[src/rtl/pipe_stage_queue_pkg.sv]
// Shared types and constants for the inter-stage pipeline queue.
// Holds the register-address type, the x0 constant and the default sizes.
// The helper below computes the destination register recorded for hazard tracking.
package pipe_stage_queue_pkg;

    localparam int PSQ_WIDTH_DEF = 256;
    localparam int PSQ_DEPTH_DEF = 2;
    localparam int PSQ_NQ_DEF    = 2;

    typedef logic [4:0] creg_addr_t;

    localparam creg_addr_t REG_X0 = 5'd0;

    // An entry that does not write a register is recorded with dst = x0.
    // x0 can never create a hazard, so such an entry needs no separate write flag.
    function automatic creg_addr_t pending_dst(input logic wen, input creg_addr_t dst);
        return wen ? dst : REG_X0;
    endfunction

endpackage

[src/rtl/pipe_hazard_cmp.sv]
// Hazard comparator: compares one query register against every valid queue entry.
// Latency: combinational. Backpressure: none, this block is a pure function of its inputs.
// Ports: i_valid/i_dst give per-entry state, i_addr is the queried register, o_hit is the match flag.
module pipe_hazard_cmp
    import pipe_stage_queue_pkg::*;
#(
    parameter int DEPTH = PSQ_DEPTH_DEF
) (
    input  logic                   i_valid [DEPTH],
    input  creg_addr_t             i_dst   [DEPTH],
    input  creg_addr_t             i_addr,
    output logic                   o_hit
);

    always_comb begin
        o_hit = 1'b0;
        for (int e = 0; e < DEPTH; e++) begin
            // A stored dst of x0 means "no write", so a query of x0 never hits.
            if (i_valid[e] && (i_dst[e] != REG_X0) && (i_dst[e] == i_addr)) begin
                o_hit = 1'b1;
            end
        end
    end

endmodule

[src/rtl/pipe_stage_queue.sv]
// Circular FIFO between pipeline stages, with a synchronous flush and register-hazard query ports.
// Latency: 1 cycle, with no same-cycle bypass. Backpressure: o_in_ready = !full | i_out_ready, so a full queue accepts one entry in a cycle where it also dequeues one.
// Ports: i_in_* is the producer side, o_out_*/i_out_ready the consumer side, i_q_addr/o_q_hit the hazard queries, o_count the occupancy.
module pipe_stage_queue
    import pipe_stage_queue_pkg::*;
#(
    parameter int WIDTH = PSQ_WIDTH_DEF,
    parameter int DEPTH = PSQ_DEPTH_DEF,
    parameter int NQ    = PSQ_NQ_DEF
) (
    input  logic                         clk,
    input  logic                         rst_n,
    input  logic                         i_flush,
    input  logic                         i_in_valid,
    output logic                         o_in_ready,
    input  logic [WIDTH-1:0]             i_in_data,
    input  logic                         i_in_wen,
    input  creg_addr_t                   i_in_dst,
    output logic                         o_out_valid,
    input  logic                         i_out_ready,
    output logic [WIDTH-1:0]             o_out_data,
    output creg_addr_t                   o_out_dst,
    input  logic [NQ*5-1:0]              i_q_addr,
    output logic [NQ-1:0]                o_q_hit,
    output logic [$clog2(DEPTH+1)-1:0]   o_count
);

    // DEPTH=1 would give zero-width pointers. A 1-bit pointer with a zero
    // increment keeps both pointers pinned at entry 0.
    localparam int PTR_W = (DEPTH > 1) ? $clog2(DEPTH) : 1;
    localparam int CNT_W = $clog2(DEPTH + 1);

    typedef logic [PTR_W-1:0] qptr_t;
    typedef logic [CNT_W-1:0] qcnt_t;

    typedef struct packed {
        creg_addr_t         dst;
        logic [WIDTH-1:0]   data;
    } pipe_entry_t;

    localparam qptr_t PTR_ONE  = qptr_t'((DEPTH > 1) ? 1 : 0);
    localparam qcnt_t CNT_ONE  = qcnt_t'(1);
    localparam qcnt_t CNT_FULL = qcnt_t'(DEPTH);

    qptr_t        r_head;
    qptr_t        r_tail;
    qcnt_t        r_count;
    logic         r_valid [DEPTH];
    pipe_entry_t  r_mem   [DEPTH];

    logic         w_full;
    logic         w_enq;
    logic         w_deq;
    creg_addr_t   w_dst   [DEPTH];

    assign w_full      = (r_count == CNT_FULL);
    assign o_in_ready  = !w_full || i_out_ready;
    assign o_out_valid = (r_count != '0);
    assign o_count     = r_count;

    // Flush overrides both sides of the handshake. The input presented in a
    // flush cycle is dropped, and the head is not counted as consumed.
    assign w_enq = i_in_valid && o_in_ready && !i_flush;
    assign w_deq = o_out_valid && i_out_ready && !i_flush;

    // Force the outputs to zero when the queue is empty, so stale storage is never visible.
    assign o_out_data = o_out_valid ? r_mem[r_head].data : '0;
    assign o_out_dst  = o_out_valid ? r_mem[r_head].dst  : REG_X0;

    always_ff @(posedge clk or negedge rst_n) begin
        if (!rst_n) begin
            r_head  <= '0;
            r_tail  <= '0;
            r_count <= '0;
            for (int e = 0; e < DEPTH; e++) begin
                r_valid[e] <= 1'b0;
            end
        end else if (i_flush) begin
            r_head  <= '0;
            r_tail  <= '0;
            r_count <= '0;
            for (int e = 0; e < DEPTH; e++) begin
                r_valid[e] <= 1'b0;
            end
        end else begin
            // When the queue is full and both enq and deq happen, head == tail.
            // The set is written after the clear, so the entry stays valid.
            if (w_deq) begin
                r_valid[r_head] <= 1'b0;
                r_head          <= r_head + PTR_ONE;
            end
            if (w_enq) begin
                r_valid[r_tail] <= 1'b1;
                r_tail          <= r_tail + PTR_ONE;
            end
            if (w_enq && !w_deq) begin
                r_count <= r_count + CNT_ONE;
            end else if (w_deq && !w_enq) begin
                r_count <= r_count - CNT_ONE;
            end
        end
    end

    // Payload storage has no reset; the valid bits alone qualify every entry.
    always_ff @(posedge clk) begin
        if (w_enq) begin
            r_mem[r_tail] <= '{dst: pending_dst(i_in_wen, i_in_dst), data: i_in_data};
        end
    end

    always_comb begin
        for (int e = 0; e < DEPTH; e++) begin
            w_dst[e] = r_mem[e].dst;
        end
    end

    // Queries see only registered entries. An entry enqueued this cycle is not
    // yet visible; an entry dequeued this cycle is still visible.
    for (genvar q = 0; q < NQ; q++) begin : g_hazard
        pipe_hazard_cmp #(
            .DEPTH (DEPTH)
        ) u_hazard_cmp (
            .i_valid (r_valid),
            .i_dst   (w_dst),
            .i_addr  (i_q_addr[q*5 +: 5]),
            .o_hit   (o_q_hit[q])
        );
    end

endmodule
[config.mk]
export PLATFORM = sky130hd
export DESIGN_NAME = pipe_stage_queue
export DESIGN_NICKNAME = d
export VERILOG_FILES = /design/src/rtl/pipe_stage_queue_pkg.sv /design/src/rtl/pipe_hazard_cmp.sv /design/src/rtl/pipe_stage_queue.sv
export SDC_FILE = /design/constraint.sdc
export NUM_CORES = 1
export LEC_CHECK = 0
export BUFFER_PORTS_ARGS = -buffer_cell sky130_fd_sc_hd__buf_2
export CORE_ASPECT_RATIO = 0.75
export CORE_MARGIN = 2
export CORE_UTILIZATION = 40
export CTS_CLUSTER_SIZE = 30
export DETAILED_ROUTE_END_ITERATION = 16
export PLACE_DENSITY = 0.67
export SETUP_SLACK_MARGIN = 0.15
export SYNTH_ARGS = -nofsm -noshare
export SYNTH_HDL_FRONTEND = slang
export SYNTH_SLANG_ARGS = --single-unit
export TNS_END_PERCENT = 100
[constraint.sdc]
create_clock -name clk -period 50.1 [get_ports clk]
set_input_delay 7.515 -clock clk [delete_from_list [all_inputs] [get_ports clk]]
set_output_delay 7.515 -clock clk [all_outputs]
set_load 0.02 [all_outputs]
# Word level (Yosys, flattened, before mapping)
# Memory sizes are Yosys's and may differ from the RTL's.
# Index checks and enable logic that the tools add are counted.
# totals
memories	1
elab_cells	73
ram_bits	522
inputBits	277
register_bits	6
out_inout_bits	267
# mem_list
name	words	word_bits	rd	rd_clocked_by_memory_dff	write_ports	line_no	rtl
r_mem	2	261	3	0	1	pipe_stage_queue.sv:49	pipe_entry_t r_mem [DEPTH];
# classes
n_bitwise	5
reduce_logical	25
n_eq_ne	5
n_mux	24
order_cmp	4
n_addsub	4
# ops
op	n
256-bit two-way mux	1
5-bit == test	4
1-bit logical AND	14
2-bit two-way mux	7
1-bit two-way mux	12
5-bit two-way mux	2
5-bit nonzero test	2
2-bit nonzero test	3
2-bit greater-or-equal comparator (second input constant)	2
1-bit zero test	4
2-bit by 1-bit < comparator with 1-bit output (second input constant)	2
1-bit inverter with 2-bit output	2
3-bit nonzero test	1
1-bit adder (second input constant)	2
2-bit by 1-bit adder with 2-bit output (second input constant)	1
2-bit bitwise AND	1
1-bit demux with 1-bit select	2
2-bit == test (second input constant)	1
2-bit inverter	1
2-bit OR	1
2-bit by 1-bit subtractor with 2-bit output (second input constant)	1
1-bit logical OR	1

# Logic depth before layout (Yosys ltp)
# depth
depth_word	12
mapped_depth	6
depth_no_buf	5

# Cells and area by module
# Synthesis repeated with hierarchy kept, for this count alone.
# hier_totals
cells_unflattened	1182
area_unflattened_um2	20209.4
# modules_own_cells
mod	area_per_inst_um2	n_inst	cells_per_inst	seq_area_each_um2
pipe_stage_queue	19931.6	1	1144	15825.2
pipe_hazard_cmp	138.9	2	19	0.0

# Worst setup path after synthesis
# Ideal clock, no wire load.
# synth_path
path_kind	input to register
start	input i_flush
end	register r_valid[1] in the netlist's numbering
required_ps	49919
setup_ps	181
cell_stages	2
path_slack_ps	23141
n_path_buf	0
arrival_time_ps	26778
cell_sequence	nor3_1 > o21bai_1
# synth_via
elab_chain_cells	7
word_cells_on_any_way	8
classes_between	4 x mux; 1 x bitwise; 3 x reduce/logical
# synth_rtl
item	line_no	rtl
start, declared	pipe_stage_queue.sv:13	input logic i_flush,
1-bit zero test	pipe_stage_queue.sv:63, pipe_stage_queue.sv:64	
1-bit logical AND	pipe_stage_queue.sv:64	assign w_deq = o_out_valid && i_out_ready && !i_flush;
2-bit two-way mux	pipe_stage_queue.sv:88	if (w_deq) begin
2-bit two-way mux	pipe_stage_queue.sv:78	end else if (i_flush) begin
2-bit OR (no source line)	-	
2-bit two-way mux	pipe_stage_queue.sv:92	if (w_enq) begin
2-bit two-way mux (*)	pipe_stage_queue.sv:78	
end signal, assigned by index	pipe_stage_queue.sv:76	r_valid[e] <= 1'b0;
end signal, assigned by index	pipe_stage_queue.sv:83	r_valid[e] <= 1'b0;
end signal, assigned by index	pipe_stage_queue.sv:93	r_valid[r_tail] <= 1'b1;
end, declared	pipe_stage_queue.sv:48	logic r_valid [DEPTH];
# Mark *: on every way between the ends. The rest lies on a longest branch, timed or not. The select of a mux whose other input is x is not followed.
# A chain may end at the register's enable or synchronous reset.

# Worst setup path in the final report
# layout_path
start	input i_q_addr[9]
end	output o_q_hit[1]
# layout_via
elab_chain_cells	4
word_cells_on_any_way	6
classes_between	2 x eq/ne; 2 x mux; 2 x reduce/logical
# layout_rtl
item	line_no	rtl
start, declared	pipe_stage_queue.sv:23	input logic [NQ*5-1:0] i_q_addr,
5-bit == test	pipe_hazard_cmp.sv:19	if (i_valid[e] && (i_dst[e] != REG_X0) && (i_dst[e] == i_addr)) begin
1-bit logical AND	pipe_hazard_cmp.sv:19	
1-bit two-way mux	pipe_hazard_cmp.sv:19	
1-bit two-way mux (*)	pipe_hazard_cmp.sv:19	
end, declared	pipe_stage_queue.sv:24	output logic [NQ-1:0] o_q_hit,
# Mark *: on every way between the ends. The rest lies on a longest branch, timed or not.

==> impl_metrics.csv <==
group,metric,value,unit
grt,grt_max_degree,133,
timing,fin_crit_sh,31.8,%
route,vias_per_cell,4.80,
synth,synth_ff_type,"edfxtp_1",
clock_network,cts_hold_buf,0,
clock_network,clk_path_buf_depth,3,
worst_setup_path,cp-end-kind,"primary output",
worst_setup_path,reg2reg_depth,5,
clock_network,h-tree-depth,2,
timing,maxSlewHeadroom,16.8,%
floorplanning,rows,71,
worst_setup_path,cp_num_cells,6,
synth,syn-instance-count,1179,
route,via_count,11700,
timing,fin_skew,0.0213,ns
grt,grt_first_pass_wirelength,67700,um
place,numPortBuffers,543,
worst_setup_path,critPathLaunchType,"input pin",
route,dr.pass1.iters,5,
finish,layout-drive-gt1-share,35.7,%
route,detail_route.wl_per_cell,19.0,um
place,hpwl,30800,um
clock_network,numCtsBuffers,51,
floorplanning,dieArea,0.0525,sq mm
clock_network,clockRootBuffer,"clkbuf_16",
timing,final_hold_viol_count,0,
timing,worst_slew_pin_slew,1.25,ns
synth,synth.net_count,1456,
clock_network,clkLatencyLatePin,0.58,ns
finish,fin_cells,2434,
route,drc,0,
synth,asyncSetResetFlopFracSynth,1.14,%
synth,ys_types,27,
finish,nNetsFinal,2004,
floorplanning,die_w,264,um
clock_network,cts_resized,0,
timing,fin_crit,15.94,ns
worst_setup_path,worst-path-max-fanout,2,
pwr,seqPwrFrac,52.1,%
pwr,clkPwrFrac,36.2,%
synth,ys_warn_count,0,
worst_setup_path,critPathSlowestCell,"nor3_1",
place,place.gp.congestion,0.857,
worst_setup_path,crit_buf_inv,2,
floorplanning,dieHeight,199,um
pwr,p_sw_share,24.3,%
clock_network,path_clk_slew,0.06,ns
flow_run,maxCapViolCount,0,
clock_network,cts_tree,"done",
grt,antenna_found_initial,17,
route,wirelength,46200,um
worst_setup_path,critPathTopFamily,"buffers and inverters",
clock_network,post_cts_buffers,0,
floorplanning,core_area,0.0501,sq mm
timing,setup_violations,0,
grt,overflow,0,
finish,area_delta_synth_final,23.9,%
route,final_antenna_net_count,0,
synth,synth_edf_count,522,
pwr,p_per_area,39.1,mW/mm^2
synth,ys_seq_area_share,78.1,%
pwr,p_int,743,uW
clock_network,clkSinkCount,528,
place,dpl.cell_count,2331,
pwr,total_power,982,uW
pwr,combPwrFrac,11.7,%
floorplanning,ios,544,
route,detail_route.iter0.violations,956,
worst_setup_path,cp.arrival,8.42,ns
pwr,p_leak,9.47,nW
timing,fmax,0.0627,GHz
timing,rsz0062_at_grt,"no",
worst_setup_path,crit_chain,"buf_2, xor2_1, nor3_1, nand3_1, o22ai_1, buf_2",
outcome,outcome,"completed",
synth,synth_area,0.0203,sq mm
floorplanning,initial_utilization,40.5,%
timing,report.final.slew_viol_count,0,
worst_setup_path,critPathMaxStageDelay,0.21,ns
synth,syn_area_per_cell,17.2,sq um
finish,fin_util,50.1,%
pwr,ir_worst_vdd,0.0314,mV
pwr,switching_power,239,uW
hold_path,hp-class,"flip-flop to flip-flop",
grt,grt.total_usage,16.7,%
grt,grt_pass1_vias,11800,
hold_path,holdPathStages,1,
worst_setup_path,crit_required,42.59,ns
synth,ys_ff_latch,528,
worst_setup_path,path_common_cell,"buf_2",
worst_setup_path,crit_type,"input pin to primary output",
finish,fill_cells,4266,
timing,timing.setup.tns,0,ns
per-layer routing:
layer / GRT usage (%) / wire length [um] / part of all wire [%]
met1: 20.4 / 18400 / 40
met2: 27.6 / 22600 / 49
met3: 5.83 / 3840 / 8.3
met4: 6.17 / 1320 / 2.9
met5: 0 / 77 / 0.17
sequential cells by signal, summed over array words and instances, names as in the netlist:
name	count
r_mem	522
o_count	2
r_valid	2
r_head	1
r_tail	1
placed cells by master (no fill, tap or decap), types with 2 or more instances in the layout:
cell type,instances
buf_2,543
clkbuf_1,9
or4_1,2
clkinv_8,2
edfxtp_1,522
nand3_1,5
o22ai_1,2
and2_1,5
clkinv_2,10
dfrtp_1,5
nand2_1,3
inv_1,3
clkinv_1,16
nor3_1,5
xor2_1,15
clkbuf_16,51
bufinv_16,2
diode_2,11
buf_4,13
mux2i_1,263
o21ai_1,2
xnor2_1,8
nor2_1,266
worst reg2reg max path: stages, from the launching register on:
cell and delay, ns:
dfrtp_1 0.48, or3b_4 0.32, nand2_4 0.08, nor3b_4 0.42, buf_4 0.78, buf_4 0.90
cell families after synthesis:
| logic type | synth area share, % |
|---|---|
| xor gates and xnor gates | 0.994 |
| and+or+nand+nor | 5.74 |
| buffers and inverters | 1.94 |
| DFF | 78.1 |
| muxes | 13.0 |
| AOI/OAI and AO/OA | 0.253 |
power by group through the flow:
| stage | Sequential (mW) | Combinational, mW | Clock [mW] |
|---|---|---|---|
| 3_3_place_gp | 0.520 | 0.114 | 0 |
| 4_1_cts | 0.512 | 0.116 | 0.365 |
| 2_1_floorplan | 0.528 | 0.0730 | 0 |
| 6_report | 0.511 | 0.115 | 0.355 |
| 5_1_grt | 0.513 | 0.123 | 0.381 |
| 3_5_place_dp | 0.521 | 0.115 | 0 |
per-stage QoR:
step / setup slack, ns / hold WS (ns) / instance area, sq um
floorplan: 23.14 / 0.477 / 20300
global placement: 34.18 / 0.517 / 23600
detailed placement: 34.17 / 0.504 / 23600
CTS: 34.17 / 0.525 / 25100
global route: 34.07 / 0.559 / 25100
finish: 34.16 / 0.524 / 25100
synth_stat cells, drive strengths merged, types with 2 or more instances:
| master | number | area [sq um] |
|---|---|---|
| and2 | 5 | 31.3 |
| buf | 54 | 353 |
| clkbuf | 8 | 30.0 |
| dfrtp | 6 | 150 |
| edfxtp | 522 | 15700 |
| inv | 3 | 11.3 |
| mux2i | 263 | 2630 |
| nand2 | 4 | 22.5 |
| nand3 | 5 | 25.0 |
| nor2 | 267 | 1010 |
| nor3 | 6 | 30.0 |
| o21ai | 2 | 10.0 |
| o22ai | 2 | 12.5 |
| or4 | 2 | 15.0 |
| xnor2 | 8 | 70.1 |
| xor2 | 15 | 131 |
area by class of cell:
cell class | instances | area, sq um | share of cell area, %
multi-input combinational | 586 | 4060 | 16.2
clock inverter | 32 | 221 | 0.882
sequential | 528 | 15800 | 63.0
tap | 657 | 822 | 3.27
timing repair buffer | 557 | 2840 | 11.3
antenna | 11 | 27.5 | 0.110
inverter | 3 | 11.3 | 0.0448
clock buffer | 60 | 1310 | 5.22
final timing paths:
path	from	end	slack, ns
max in group asynchronous	rst_n	r_head	43.15
hold reg to reg	r_valid[0]	r_valid[0]	0.52
min in group asynchronous	rst_n	r_valid[0]	6.77
hold / removal	r_valid[0]	r_valid[0]	0.52
setup reg to reg	o_count[1]	r_mem[1][116]	46.67
setup / recovery	i_q_addr[9]	o_q_hit[1]	34.16
(Power assumes the default switching activity.)
